### src/rtl/muldiv_hilo.sv
// muldiv_hilo: iterative radix-2 multiply/divide unit holding the HI/LO pair.
// Executes DMULTU/DMULT/DDIVU/DDIV over WIDTH cycles plus one fixup cycle.
// Define MULDIV_DIV_EN to build the divide datapath; without it, divide
// requests are ignored and o_div_zero is tied low.
module muldiv_hilo #(
  parameter int unsigned WIDTH = 64
) (
  input  logic             i_clk,
  input  logic             i_reset,
  input  logic             i_start,
  input  logic [1:0]       i_op,
  input  logic [WIDTH-1:0] i_src_a,
  input  logic [WIDTH-1:0] i_src_b,
  input  logic             i_hi_write,
  input  logic             i_lo_write,
  input  logic [WIDTH-1:0] i_write_data,
  output logic             o_busy,
  output logic             o_done,
  output logic             o_div_zero,
  output logic [WIDTH-1:0] o_hi,
  output logic [WIDTH-1:0] o_lo
);

  localparam int unsigned CntW = $clog2(WIDTH + 1);

  typedef enum logic [1:0] {StIdle, StRun, StFix} state_e;

  state_e r_state, w_state_next;

  logic [CntW-1:0]    r_cnt;
  logic [2*WIDTH-1:0] r_acc;
  logic [WIDTH-1:0]   r_a, r_b, r_hi, r_lo;
  logic               r_sign_a, r_sign_b, r_done;

  logic               w_accept, w_neg_a, w_neg_b;
  logic [WIDTH-1:0]   w_mag_a, w_mag_b, w_res_hi, w_res_lo;
  logic [WIDTH:0]     w_mul_sum;
  logic [2*WIDTH-1:0] w_mul_next, w_prod, w_step;

  // Operand magnitude and sign capture; only signed ops (op[0]) see a sign.
  assign w_neg_a = i_op[0] & i_src_a[WIDTH-1];
  assign w_neg_b = i_op[0] & i_src_b[WIDTH-1];
  assign w_mag_a = w_neg_a ? -i_src_a : i_src_a;
  assign w_mag_b = w_neg_b ? -i_src_b : i_src_b;

  // Multiply step: add multiplicand into the upper half, shift right keeping the carry.
  assign w_mul_sum  = {1'b0, r_acc[2*WIDTH-1:WIDTH]} +
                      {1'b0, (r_b[0] ? r_a : {WIDTH{1'b0}})};
  assign w_mul_next = {w_mul_sum, r_acc[WIDTH-1:1]};
  assign w_prod     = (r_sign_a ^ r_sign_b) ? -r_acc : r_acc;

`ifdef MULDIV_DIV_EN
  logic               r_div, r_div_zero, w_div_zero;
  logic [WIDTH:0]     w_rem_sh, w_diff;
  logic [WIDTH-1:0]   w_quot, w_rem, w_orig_a;
  logic [2*WIDTH-1:0] w_div_next;

  assign w_accept = i_start & (r_state == StIdle);

  // Restoring divide step on {remainder, quotient}; the shifted remainder needs WIDTH+1 bits.
  assign w_rem_sh   = {r_acc[2*WIDTH-1:WIDTH], r_acc[WIDTH-1]};
  assign w_diff     = w_rem_sh - {1'b0, r_b};
  assign w_div_next = w_diff[WIDTH] ? {w_rem_sh[WIDTH-1:0], r_acc[WIDTH-2:0], 1'b0}
                                    : {w_diff[WIDTH-1:0], r_acc[WIDTH-2:0], 1'b1};
  assign w_step     = r_div ? w_div_next : w_mul_next;

  // Quotient negated on differing signs; remainder follows the dividend sign.
  assign w_quot     = (r_sign_a ^ r_sign_b) ? -r_acc[WIDTH-1:0] : r_acc[WIDTH-1:0];
  assign w_rem      = r_sign_a ? -r_acc[2*WIDTH-1:WIDTH] : r_acc[2*WIDTH-1:WIDTH];
  // Rebuild srcA as supplied; -(most-negative) maps back onto itself.
  assign w_orig_a   = r_sign_a ? -r_a : r_a;
  assign w_div_zero = r_div & (r_b == '0);

  // Select the architectural HI/LO result written in FIX.
  always_comb begin
    w_res_hi = w_prod[2*WIDTH-1:WIDTH];
    w_res_lo = w_prod[WIDTH-1:0];
    if (r_div) begin
      w_res_hi = w_div_zero ? w_orig_a : w_rem;
      w_res_lo = w_div_zero ? {WIDTH{1'b1}} : w_quot;
    end
  end

  assign o_div_zero = r_div_zero;
`else
  // Divide requests are dropped entirely in this build.
  assign w_accept = i_start & ~i_op[1] & (r_state == StIdle);
  assign w_step   = w_mul_next;

  // Select the architectural HI/LO result written in FIX.
  always_comb begin
    w_res_hi = w_prod[2*WIDTH-1:WIDTH];
    w_res_lo = w_prod[WIDTH-1:0];
  end

  assign o_div_zero = 1'b0;
`endif

  // State register.
  always_ff @(posedge i_clk) begin
    if (i_reset) r_state <= StIdle;
    else         r_state <= w_state_next;
  end

  // Next-state: RUN lasts exactly WIDTH cycles, FIX one.
  always_comb begin
    w_state_next = r_state;
    unique case (r_state)
      StIdle:  if (w_accept) w_state_next = StRun;
      StRun:   if (r_cnt == CntW'(1)) w_state_next = StFix;
      StFix:   w_state_next = StIdle;
      default: w_state_next = StIdle;
    endcase
  end

  // Datapath, HI/LO and completion flags.
  always_ff @(posedge i_clk) begin
    if (i_reset) begin
      r_cnt      <= '0;
      r_acc      <= '0;
      r_a        <= '0;
      r_b        <= '0;
      r_hi       <= '0;
      r_lo       <= '0;
      r_sign_a   <= 1'b0;
      r_sign_b   <= 1'b0;
      r_done     <= 1'b0;
`ifdef MULDIV_DIV_EN
      r_div      <= 1'b0;
      r_div_zero <= 1'b0;
`endif
    end else begin
      r_done <= 1'b0;
`ifdef MULDIV_DIV_EN
      r_div_zero <= 1'b0;
`endif
      case (r_state)
        StIdle: begin
          // MT writes land now; a same-cycle start overwrites them later in FIX.
          if (i_hi_write) r_hi <= i_write_data;
          if (i_lo_write) r_lo <= i_write_data;
          if (w_accept) begin
            r_sign_a <= w_neg_a;
            r_sign_b <= w_neg_b;
            r_a      <= w_mag_a;
            r_b      <= w_mag_b;
            r_cnt    <= CntW'(WIDTH);
`ifdef MULDIV_DIV_EN
            r_div    <= i_op[1];
            // Dividend sits in the quotient half and shifts out as quotient bits shift in.
            r_acc    <= i_op[1] ? {{WIDTH{1'b0}}, w_mag_a} : '0;
`else
            r_acc    <= '0;
`endif
          end
        end
        StRun: begin
          r_acc <= w_step;
          r_cnt <= r_cnt - CntW'(1);
`ifdef MULDIV_DIV_EN
          if (!r_div) r_b <= r_b >> 1;
`else
          r_b <= r_b >> 1;
`endif
        end
        StFix: begin
          r_hi   <= w_res_hi;
          r_lo   <= w_res_lo;
          r_done <= 1'b1;
`ifdef MULDIV_DIV_EN
          r_div_zero <= w_div_zero;
`endif
        end
        default: ;
      endcase
    end
  end

  assign o_busy = (r_state != StIdle);
  assign o_done = r_done;
  assign o_hi   = r_hi;
  assign o_lo   = r_lo;

endmodule

### config.mk
export PLATFORM = sky130hd
export DESIGN_NAME = muldiv_hilo
export DESIGN_NICKNAME = d
export VERILOG_FILES = /design/src/rtl/muldiv_hilo.sv
export SDC_FILE = /design/constraint.sdc
export NUM_CORES = 1
export LEC_CHECK = 0
export ABC_CLOCK_PERIOD_IN_PS = 3900
export CAP_MARGIN = 40
export CORE_ASPECT_RATIO = 0.8
export CORE_MARGIN = 4
export CORE_UTILIZATION = 29
export CTS_CLUSTER_DIAMETER = 60
export CTS_CLUSTER_SIZE = 40
export DETAILED_ROUTE_END_ITERATION = 8
export PLACE_DENSITY_LB_ADDON = 0.25
export SETUP_SLACK_MARGIN = 0.1
export SLEW_MARGIN = 20
export SYNTH_ARGS = -nofsm -noshare
export SYNTH_HDL_FRONTEND = slang
export SYNTH_SLANG_ARGS = --single-unit
### constraint.sdc
create_clock -name i_clk -period 3.9 [get_ports i_clk]
set_input_delay 0.585 -clock i_clk [delete_from_list [all_inputs] [get_ports i_clk]]
set_output_delay 0.585 -clock i_clk [all_outputs]
set_load 0.01 [all_outputs]
==> impl_metrics.toml, run 1 <==
[die]
die_x_um = 332
coreArea_mm2 = 0.0827
initial_utilization = 0.294
num_rows = 94
dieArea_mm2 = 0.0885
io_pins = 330
chipHeight_um = 267

[pwr]
clockPowerShare = 0.407
power_switching_mw = 3.07
irDropWorstVdd_v = 0.000273
p_sw_frac = 0.302
pwr-share-seq = 0.430
power_frac_comb = 0.163
p_leak_nw = 11.6
fin_total_pwr_mw = 10.2
internal_power_mw = 7.09
p_per_area_mw_per_mm2 = 329

[sta]
max_clock_freq_mhz = 277
final_max_slew_viol_count = 0
setup-violations-final = 0
fin_skew_ns = 0.0384
rsz0062_at_grt = "true"
hold_viol = 0
max-slew-margin-rel = 0.440
fin_crit_ns = 3.61
worstMarginPinSlew_ns = 0.836
hold_ws_ns = 0.376
finalCritPeriodShare = 0.926
final.setup.tns_ns = 0

[routing]
drtAntennaViolNets = 0
avgViaCountPerCell = 5.41
drt_iter0_markers = 2147
first_pass_iters = 5
vias = 24800
drc = 0
routed_wl_mm = 94.9
wire_per_inst_um = 20.7

[finish]
area_growth_pct = 27.0
layoutNonFillerInstCount = 4584
nets = 3718
layout-drive-gt1-share = 0.0840
fillCellCount = 8672

[logic_synthesis]
yosys_warnings = 0
synth_area_mm2 = 0.0243
synth_edf_count = 0
seq_area_frac_synth = 0.326
yosysMostFrequentCell = "dfxtp_1"
synth_seq_cells = 396
yosys.area.top_type = "dfxtp_1"
synth_common_cells = "dfxtp_1, nor2_1, nand2_1, a21oi_1, clkbuf_1"
synth_cell_types = 85
syn-num-nets = 3409
async_reset_ff_frac = 0
syn_avg_cell_area_um2 = 7.74
synth_top_cells_by_area = "dfxtp_1, a21oi_1, nor2_1"
ys.flop_type = "dfxtp_1"
yosysTopAreaCellShare = 0.326
synthCells = 3140

[worst_setup_path]
cp_top_family = "simple AND/OR/NAND/NOR gates"
cp.arrival_ns = 4.13
critical_path_class = "reg2reg"
path_buf_inv = 1
startpoint_type = "register"
cp_cell_sequence = "or4_4 > nor4_4 > nand4_4 > nor4_2 > nand4_1 > nor4_1 > buf_4 > nor2_1 > xor2_1 > nor2_1 > o41ai_1"
r2r_cells = 11
cp-startpoint = "r_acc[43]$_SDFFE_PP0P_"
rrSetupSlack_ns = 0.29
reg2reg_to = "o_hi[35]$_SDFFE_PP0P_"
slowest_stage = "or4_4"
crit_fanout = 7
cp_common_cell = "nor2_1"
crit_required_ns = 4.42
endpoint_kind = "register"
r2r-start = "r_acc[43]$_SDFFE_PP0P_"
max_stage_delay_ns = 0.58

[min_path]
worstHoldStart = "i_reset"
holdPathStages = 2
hold_path_class = "in2reg"
min_to = "r_cnt[0]$_SDFFE_PP0P_"

[placed_design]
dpl.cell_count = 4511
gp_congestion = 0.907
hpwlAfterDp_mm = 72.6
port_buffers = 328

[global_routing]
grtUsageTotal = 0.204
grt_pass1_wl_mm = 144
antenna_found_initial = 4
overflow = 0
grt_max_degree = 141
grt_pass1_vias = 23400

[clocking]
cts.sinks = 396
worstSkewPairLatency_ns = 0.61
cts_htree_levels = 2
tritoncts = "built"
cts.clk_slew.worst_paths_ns = 0.08
hold_buffers = 0
numCtsBuffers = 38
cts_root_buffer = "clkbuf_16"
clock_path_buffers = 3

[run_status]
status = "completed"

[run]
drv_cap = 0
## metal layers
layer | wire, um | vias up | global-route usage
met4 | 3250 | 4 | 0.0702
met1 | 42900 | 11700 | 0.277
li1 | - | 12100 | -
met3 | 6790 | 148 | 0.0428
met2 | 42000 | 834 | 0.323
met5 | 32 | - | 0
## state kept, by name (all words and copies together), names as in the netlist
register  cells
o_lo         64
r_sign_a      1
r_sign_b      1
r_acc       128
o_done        1
r_state       2
r_b          64
r_cnt         7
r_a          64
o_hi         64
## worst max path at each step
stage	slack (ns)	end	cells after the start
global route	0.09	r_acc[122]$_SDFFE_PP0P_	13
finish	0.29	o_hi[35]$_SDFFE_PP0P_	11
floorplan	0.48	r_acc[125]$_SDFFE_PP0P_	14
global placement	0.19	r_b[58]$_SDFFE_PP0P_	13
CTS	0.23	r_acc[122]$_SDFFE_PP0P_	13
detailed placement	0.18	r_a[62]$_SDFFE_PP0P_	10
## cells in the final DEF (no fill, tap or decap), drive strengths merged, types with 62 or more instances in the layout
| cell type | synthesis | layout |
|---|---|---|
| a21oi | 298 | 298 |
| nor3 | 74 | 74 |
| xor2 | 146 | 146 |
| clkdlybuf4s50 | 0 | 327 |
| a22oi | 62 | 62 |
| nor2 | 382 | 382 |
| a22o | 73 | 73 |
| nand3 | 67 | 67 |
| xnor2 | 142 | 142 |
| and2 | 73 | 73 |
| ha | 69 | 69 |
| buf | 22 | 155 |
| a211oi | 122 | 122 |
| o21ai | 150 | 150 |
| dfxtp | 396 | 396 |
| nand2 | 311 | 311 |
## cells by family (layout without fill, tap and decap cells)
| group | Yosys count | in the layout | synth area share |
|---|---|---|---|
| compound gates | 981 | 981 | 0.264 |
| flops | 396 | 396 | 0.326 |
| simple gates | 1149 | 1149 | 0.229 |
| xor+xnor | 288 | 288 | 0.104 |
| mux | 1 | 1 | 0.000412 |
| buf+inv | 254 | 592 | 0.0395 |
| fa+ha+maj | 70 | 70 | 0.0364 |
| other cells | 1 | 3 | 0.000154 |
## power by group through the flow
stage / Clock [mW] / Sequential [mW] / Combinational, mW
floorplan: 0 / 4.46 / 0.812
global placement: 0 / 4.47 / 1.64
detailed placement: 0 / 4.47 / 1.65
CTS: 4.25 / 4.37 / 1.65
global route: 4.41 / 4.40 / 1.80
finish: 4.13 / 4.37 / 1.65
## final cells by class
class / count / area, um2 / share of cell area
multi-input combinational: 2490 / 15500 / 0.503
sequential: 396 / 7930 / 0.257
timing repair buffer: 482 / 4520 / 0.147
tap: 1104 / 1380 / 0.0448
clock buffer: 39 / 965 / 0.0313
clock inverter: 30 / 392 / 0.0127
inverter: 41 / 154 / 0.00499
antenna: 2 / 5.00 / 0.000162
## stage by stage
stage / area (um2) / utilization / setup WS [ns]
3_5_place_dp: 29400 / 0.356 / 0.177
2_1_floorplan: 24300 / - / 0.478
6_report: 30900 / 0.373 / 0.290
3_3_place_gp: 29400 / 0.356 / 0.187
4_1_cts: 30800 / 0.372 / 0.233
5_1_grt: 30900 / 0.373 / 0.0889
## repair_timing
| action | in CTS | in global routing |
|---|---|---|
| buffers inserted | 0 | 0 |
| setup endpoints to repair | 0 | 11 |
| resized for setup | 0 | 8 |
Power figures use the tool's default switching activity.
==> run 2, diff against run 1 <==
--- a/config.mk
+++ b/config.mk
@@ -6,7 +6,6 @@
 export NUM_CORES = 1
 export LEC_CHECK = 0
 export ABC_CLOCK_PERIOD_IN_PS = 3900
-export CAP_MARGIN = 40
 export CORE_ASPECT_RATIO = 0.8
 export CORE_MARGIN = 4
 export CORE_UTILIZATION = 29
==> impl_metrics.toml, run 2 (synthesized netlist as in run 1, its figures left out) <==
[run_status]
status = "completed"

[placed_design]
port_buffers = 328
gp_congestion = 0.907
dpl.cell_count = 4510
hpwlAfterDp_mm = 72.6
dpl_cell_area_mm2 = 0.0294

[clocking]
cts_htree_levels = 2
tritoncts = "built"
worstSkewPairLatency_ns = 0.62
clock_path_buffers = 3
postCtsSetupBuffers = 0
cts.clk_slew.worst_paths_ns = 0.08
numCtsBuffers = 38
cts_root_buffer = "clkbuf_16"
cts.sinks = 396

[routing]
drt-met1-wl_mm = 42.9
first_pass_iters = 5
drc = 0
routed_wl_mm = 95.2
drt_iter0_markers = 2039
highest_layer = "met5"
vias = 24600
drtAntennaViolNets = 0
routed-wl-met2_mm = 42.6
avgViaCountPerCell = 5.38
wire_per_inst_um = 20.8
wl_met3_mm = 6.61

[die]
coreArea_mm2 = 0.0827
initial_utilization = 0.294
dieArea_mm2 = 0.0885
num_rows = 94
io_pins = 330
die_x_um = 332
chipHeight_um = 267

[global_routing]
antenna_found_initial = 4
overflow = 0
grt_pass1_vias = 23400
grt_pass1_wl_mm = 144
grtUsageTotal = 0.204
grt_max_degree = 141

[sta]
worstMarginPinSlew_ns = 1.00
final_max_slew_viol_count = 0
max-slew-margin-rel = 0.330
hold_ws_ns = 0.367
rsz0062_at_grt = "true"
max_clock_freq_mhz = 278
fin_skew_ns = 0.0433
finalCritPeriodShare = 0.923
setup-violations-final = 0
final.setup.tns_ns = 0
hold_viol = 0
fin_crit_ns = 3.60

[worst_setup_path]
cp.arrival_ns = 4.08
critical_path_class = "reg2reg"
crit_fanout = 6
crit_required_ns = 4.38
startpoint_type = "register"
cp_top_family = "simple AND/OR/NAND/NOR gates"
max_stage_delay_ns = 0.58
cp_cell_sequence = "or4_4 > nor4_4 > nand3_1 > nor4_1 > nand3_1 > o21ai_0 > buf_4 > o21ai_0 > xor2_1 > nor2_1 > a2111oi_0"
slowest_stage = "or4_4"
path_buf_inv = 1
endpoint_kind = "register"

[finish]
nets = 3715
final_cell_mix = "dfxtp_1, nor2_1, clkdlybuf4s50_1"
largest_register_ffs = 128
top_register = "r_acc"
area_growth_pct = 27.0
fin_area_mm2 = 0.0308
fillCellCount = 8635
layoutNonFillerInstCount = 4580
mostFrequentLayoutCell = "dfxtp_1"
layout-drive-gt1-share = 0.0838

[pwr]
fin_total_pwr_mw = 10.1
p_leak_nw = 11.5
p_per_area_mw_per_mm2 = 328
irDropWorstVdd_v = 0.000281

[min_path]
hold_path_class = "in2reg"

[run]
drv_cap = 0
## run 2: path summary, 6_finish.rpt
check / startpoint / endpoint / slack [ns] / cells after the start
hold / removal: i_reset / o_lo[63]$_SDFFE_PP0P_ / 0.37 / 2
hold reg to reg: r_b[3]$_SDFFE_PP0P_ / r_b[2]$_SDFFE_PP0P_ / 0.46 / 2
setup reg to reg: r_acc[43]$_SDFFE_PP0P_ / o_hi[41]$_SDFFE_PP0P_ / 0.30 / 11
setup / recovery: r_acc[43]$_SDFFE_PP0P_ / o_hi[41]$_SDFFE_PP0P_ / 0.30 / 11
## run 2: repair_timing
item                       4_1_cts  5_1_grt
hold buffers                     0        0
hold endpoints to repair         0        0
setup endpoints to repair        0       13
resized for setup                0       14
## run 2: final cells by class
type                            count  area [um2]  share of cell area
Timing Repair Buffer              479        4490               0.146
Clock buffer                       41         982              0.0318
Tap cell                         1104        1380              0.0448
Inverter                           41         154             0.00499
Clock inverter                     27         368              0.0119
Antenna cell                        2        5.00            0.000162
Sequential cell                   396        7930               0.257
Multi-Input combinational cell   2490       15500               0.504
## run 2: through the flow
step                setup slack (ns)  utilization
floorplan                      0.478            -
global placement               0.187        0.356
detailed placement             0.209        0.356
CTS                            0.252        0.372
global route                  0.0710        0.373
finish                         0.302        0.373
## run 2: layer usage
| metal | vias to the layer above | track usage |
|---|---|---|
| met3 | 132 | 0.0390 |
| met1 | 11600 | 0.278 |
| met4 | 4 | 0.0661 |
| met5 | - | 0 |
| met2 | 817 | 0.326 |
| li1 | 12000 | - |
## run 2: where the power goes
group | total (mW) | internal (mW) | switching [mW]
combinational | 1.65 | 0.718 | 0.931
sequential | 4.37 | 4.24 | 0.135
clock | 4.09 | 2.08 | 2.01
total | 10.1 | 7.04 | 3.08
==> run 3, diff against run 2 <==
--- a/config.mk
+++ b/config.mk
@@ -12,9 +12,9 @@
 export CTS_CLUSTER_DIAMETER = 60
 export CTS_CLUSTER_SIZE = 40
 export DETAILED_ROUTE_END_ITERATION = 8
+export GPL_TIMING_DRIVEN = 0
 export PLACE_DENSITY_LB_ADDON = 0.25
 export SETUP_SLACK_MARGIN = 0.1
-export SLEW_MARGIN = 20
 export SYNTH_ARGS = -nofsm -noshare
 export SYNTH_HDL_FRONTEND = slang
 export SYNTH_SLANG_ARGS = --single-unit
==> impl_metrics.toml, run 3 (synthesized netlist as in run 1, its figures left out) <==
[run_status]
status = "completed"

[sta]
hold_viol = 0
max-slew-margin-rel = 0.0114
fin_crit_ns = 3.83
fin_skew_ns = 0.0466
rsz0062_at_grt = "true"
finalCritPeriodShare = 0.983
final_max_slew_viol_count = 0
worstMarginPinSlew_ns = 1.47
max_clock_freq_mhz = 261
setup-violations-final = 0

[pwr]
clockPowerShare = 0.384
p_leak_nw = 11.1
power_switching_mw = 3.18
pwr-share-seq = 0.437
internal_power_mw = 6.83
p_sw_frac = 0.317
power_frac_comb = 0.179
fin_total_pwr_mw = 10.0
p_per_area_mw_per_mm2 = 326
irDropWorstVdd_v = 0.000239

[finish]
top_register = "r_acc"
final_cell_mix = "dfxtp_1, nor2_1, clkdlybuf4s50_1"
nets = 3788
mostFrequentLayoutCell = "dfxtp_1"
multi_input_area_mm2 = 0.0157
layout-drive-gt1-share = 0.0553
fillCellCount = 8809
area_growth_pct = 26.3
seq_area_mm2 = 0.00793
largest_register_ffs = 128
final_util = 0.371

[die]
dieArea_mm2 = 0.0885
coreArea_mm2 = 0.0827
die_x_um = 332
num_rows = 94
chipHeight_um = 267
initial_utilization = 0.294
io_pins = 330

[clocking]
tritoncts = "built"
numCtsBuffers = 35
cts.clk_slew.worst_paths_ns = 0.09
cts.sinks = 396
cts_root_buffer = "clkbuf_16"
clock_path_buffers = 3
cts_htree_levels = 2
worstSkewPairLatency_ns = 0.59

[worst_setup_path]
critical_path_class = "reg2reg"
rrSetupSlack_ns = 0.07
r2r-start = "r_acc[42]$_SDFFE_PP0P_"
cp-endpoint = "o_hi[5]$_SDFFE_PP0P_"
reg2reg_to = "o_hi[5]$_SDFFE_PP0P_"
crit_required_ns = 4.38
cp-startpoint = "r_acc[42]$_SDFFE_PP0P_"
r2r_cells = 8
endpoint_kind = "register"
startpoint_type = "register"
crit_fanout = 7
cp.arrival_ns = 4.32

[routing]
wire_per_inst_um = 24.0
drtAntennaViolNets = 0
first_pass_iters = 6
drc = 0
routed_wl_mm = 112
avgViaCountPerCell = 5.61
vias = 26100
drt_iter0_markers = 2511

[placed_design]
hpwlAfterDp_mm = 89.3
port_buffers = 327
gp_congestion = 0.966

[global_routing]
grtUsageTotal = 0.239
antenna_found_initial = 2
overflow = 0
grt_max_degree = 27
grt_pass1_vias = 24500
grt_pass1_wl_mm = 162

[run]
drv_cap = 0

[min_path]
hold_path_class = "reg2reg"
-- run 3: layer usage --
layer | track usage | vias up | share of wire
li1 | - | 12200 | -
met1 | 0.338 | 12600 | 0.45
met2 | 0.375 | 1160 | 0.44
met3 | 0.0487 | 153 | 0.088
met4 | 0.0565 | 2 | 0.025
met5 | 0 | - | 0.00012
-- run 3: power groups by stage --
stage | sequential [mW] | combinational [mW] | clock, mW
floorplan | 4.46 | 0.812 | 0
global placement | 4.46 | 1.75 | 0
detailed placement | 4.47 | 1.76 | 0
CTS | 4.37 | 1.77 | 3.88
global route | 4.39 | 1.92 | 4.04
finish | 4.37 | 1.79 | 3.84
-- run 3: worst min path at each step --
stage | cells past startpoint | startpoint | to
floorplan | 2 | r_a[54]$_SDFFE_PP0P_ | r_a[54]$_SDFFE_PP0P_
global placement | 2 | o_hi[35]$_SDFFE_PP0P_ | o_hi[35]$_SDFFE_PP0P_
detailed placement | 2 | o_hi[29]$_SDFFE_PP0P_ | o_hi[29]$_SDFFE_PP0P_
CTS | 2 | o_hi[29]$_SDFFE_PP0P_ | o_hi[29]$_SDFFE_PP0P_
global route | 2 | o_hi[29]$_SDFFE_PP0P_ | o_hi[29]$_SDFFE_PP0P_
finish | 2 | r_a[48]$_SDFFE_PP0P_ | r_a[48]$_SDFFE_PP0P_
-- run 3: repair_timing --
action	CTS	global route
endpoints found under the setup margin	138	57
setup buffers	7	10
hold endpoints to repair	0	0
hold buffers	0	0
resized for setup	34	62
pin swaps	6	13
-- run 3: worst max-delay path, cell delays in order, from the launching register on --
cell and delay, ns:
dfxtp_1 0.39, or4_4 0.60, or3_1 0.40, nor3_2 0.65, nand2_1 0.38, o41ai_1 0.49, xor2_1 0.44, a21oi_1 0.15
a22o_1 0.23
-- run 3: stage by stage --
stage                     hold WS, ns  setup TNS [ns]  cell area [um2]  instances  setup WS [ns]
after global routing            0.467               0            30700       4649         0.0570
final                           0.456               0            30700       4650         0.0659
after detailed placement        0.434          -21.99            29000       4572         -0.956
after CTS                       0.457               0            30400       4639         0.0484
after floorplan                 0.417               0            24300       3140          0.478
after global placement          0.436          -22.14            28900       4571         -0.950
-- run 3: final cells by class --
| type | count | area share |
|---|---|---|
| well taps | 1104 | 0.0450 |
| inverters | 41 | 0.00502 |
| multi-input cells | 2490 | 0.513 |
| repair buffers | 345 | 0.111 |
| clock inverters | 26 | 0.0106 |
| diodes | 1 | 0.0000816 |
| clock buffers | 37 | 0.0294 |
| flip-flops and latches | 396 | 0.258 |
| plain buffers | 210 | 0.0270 |
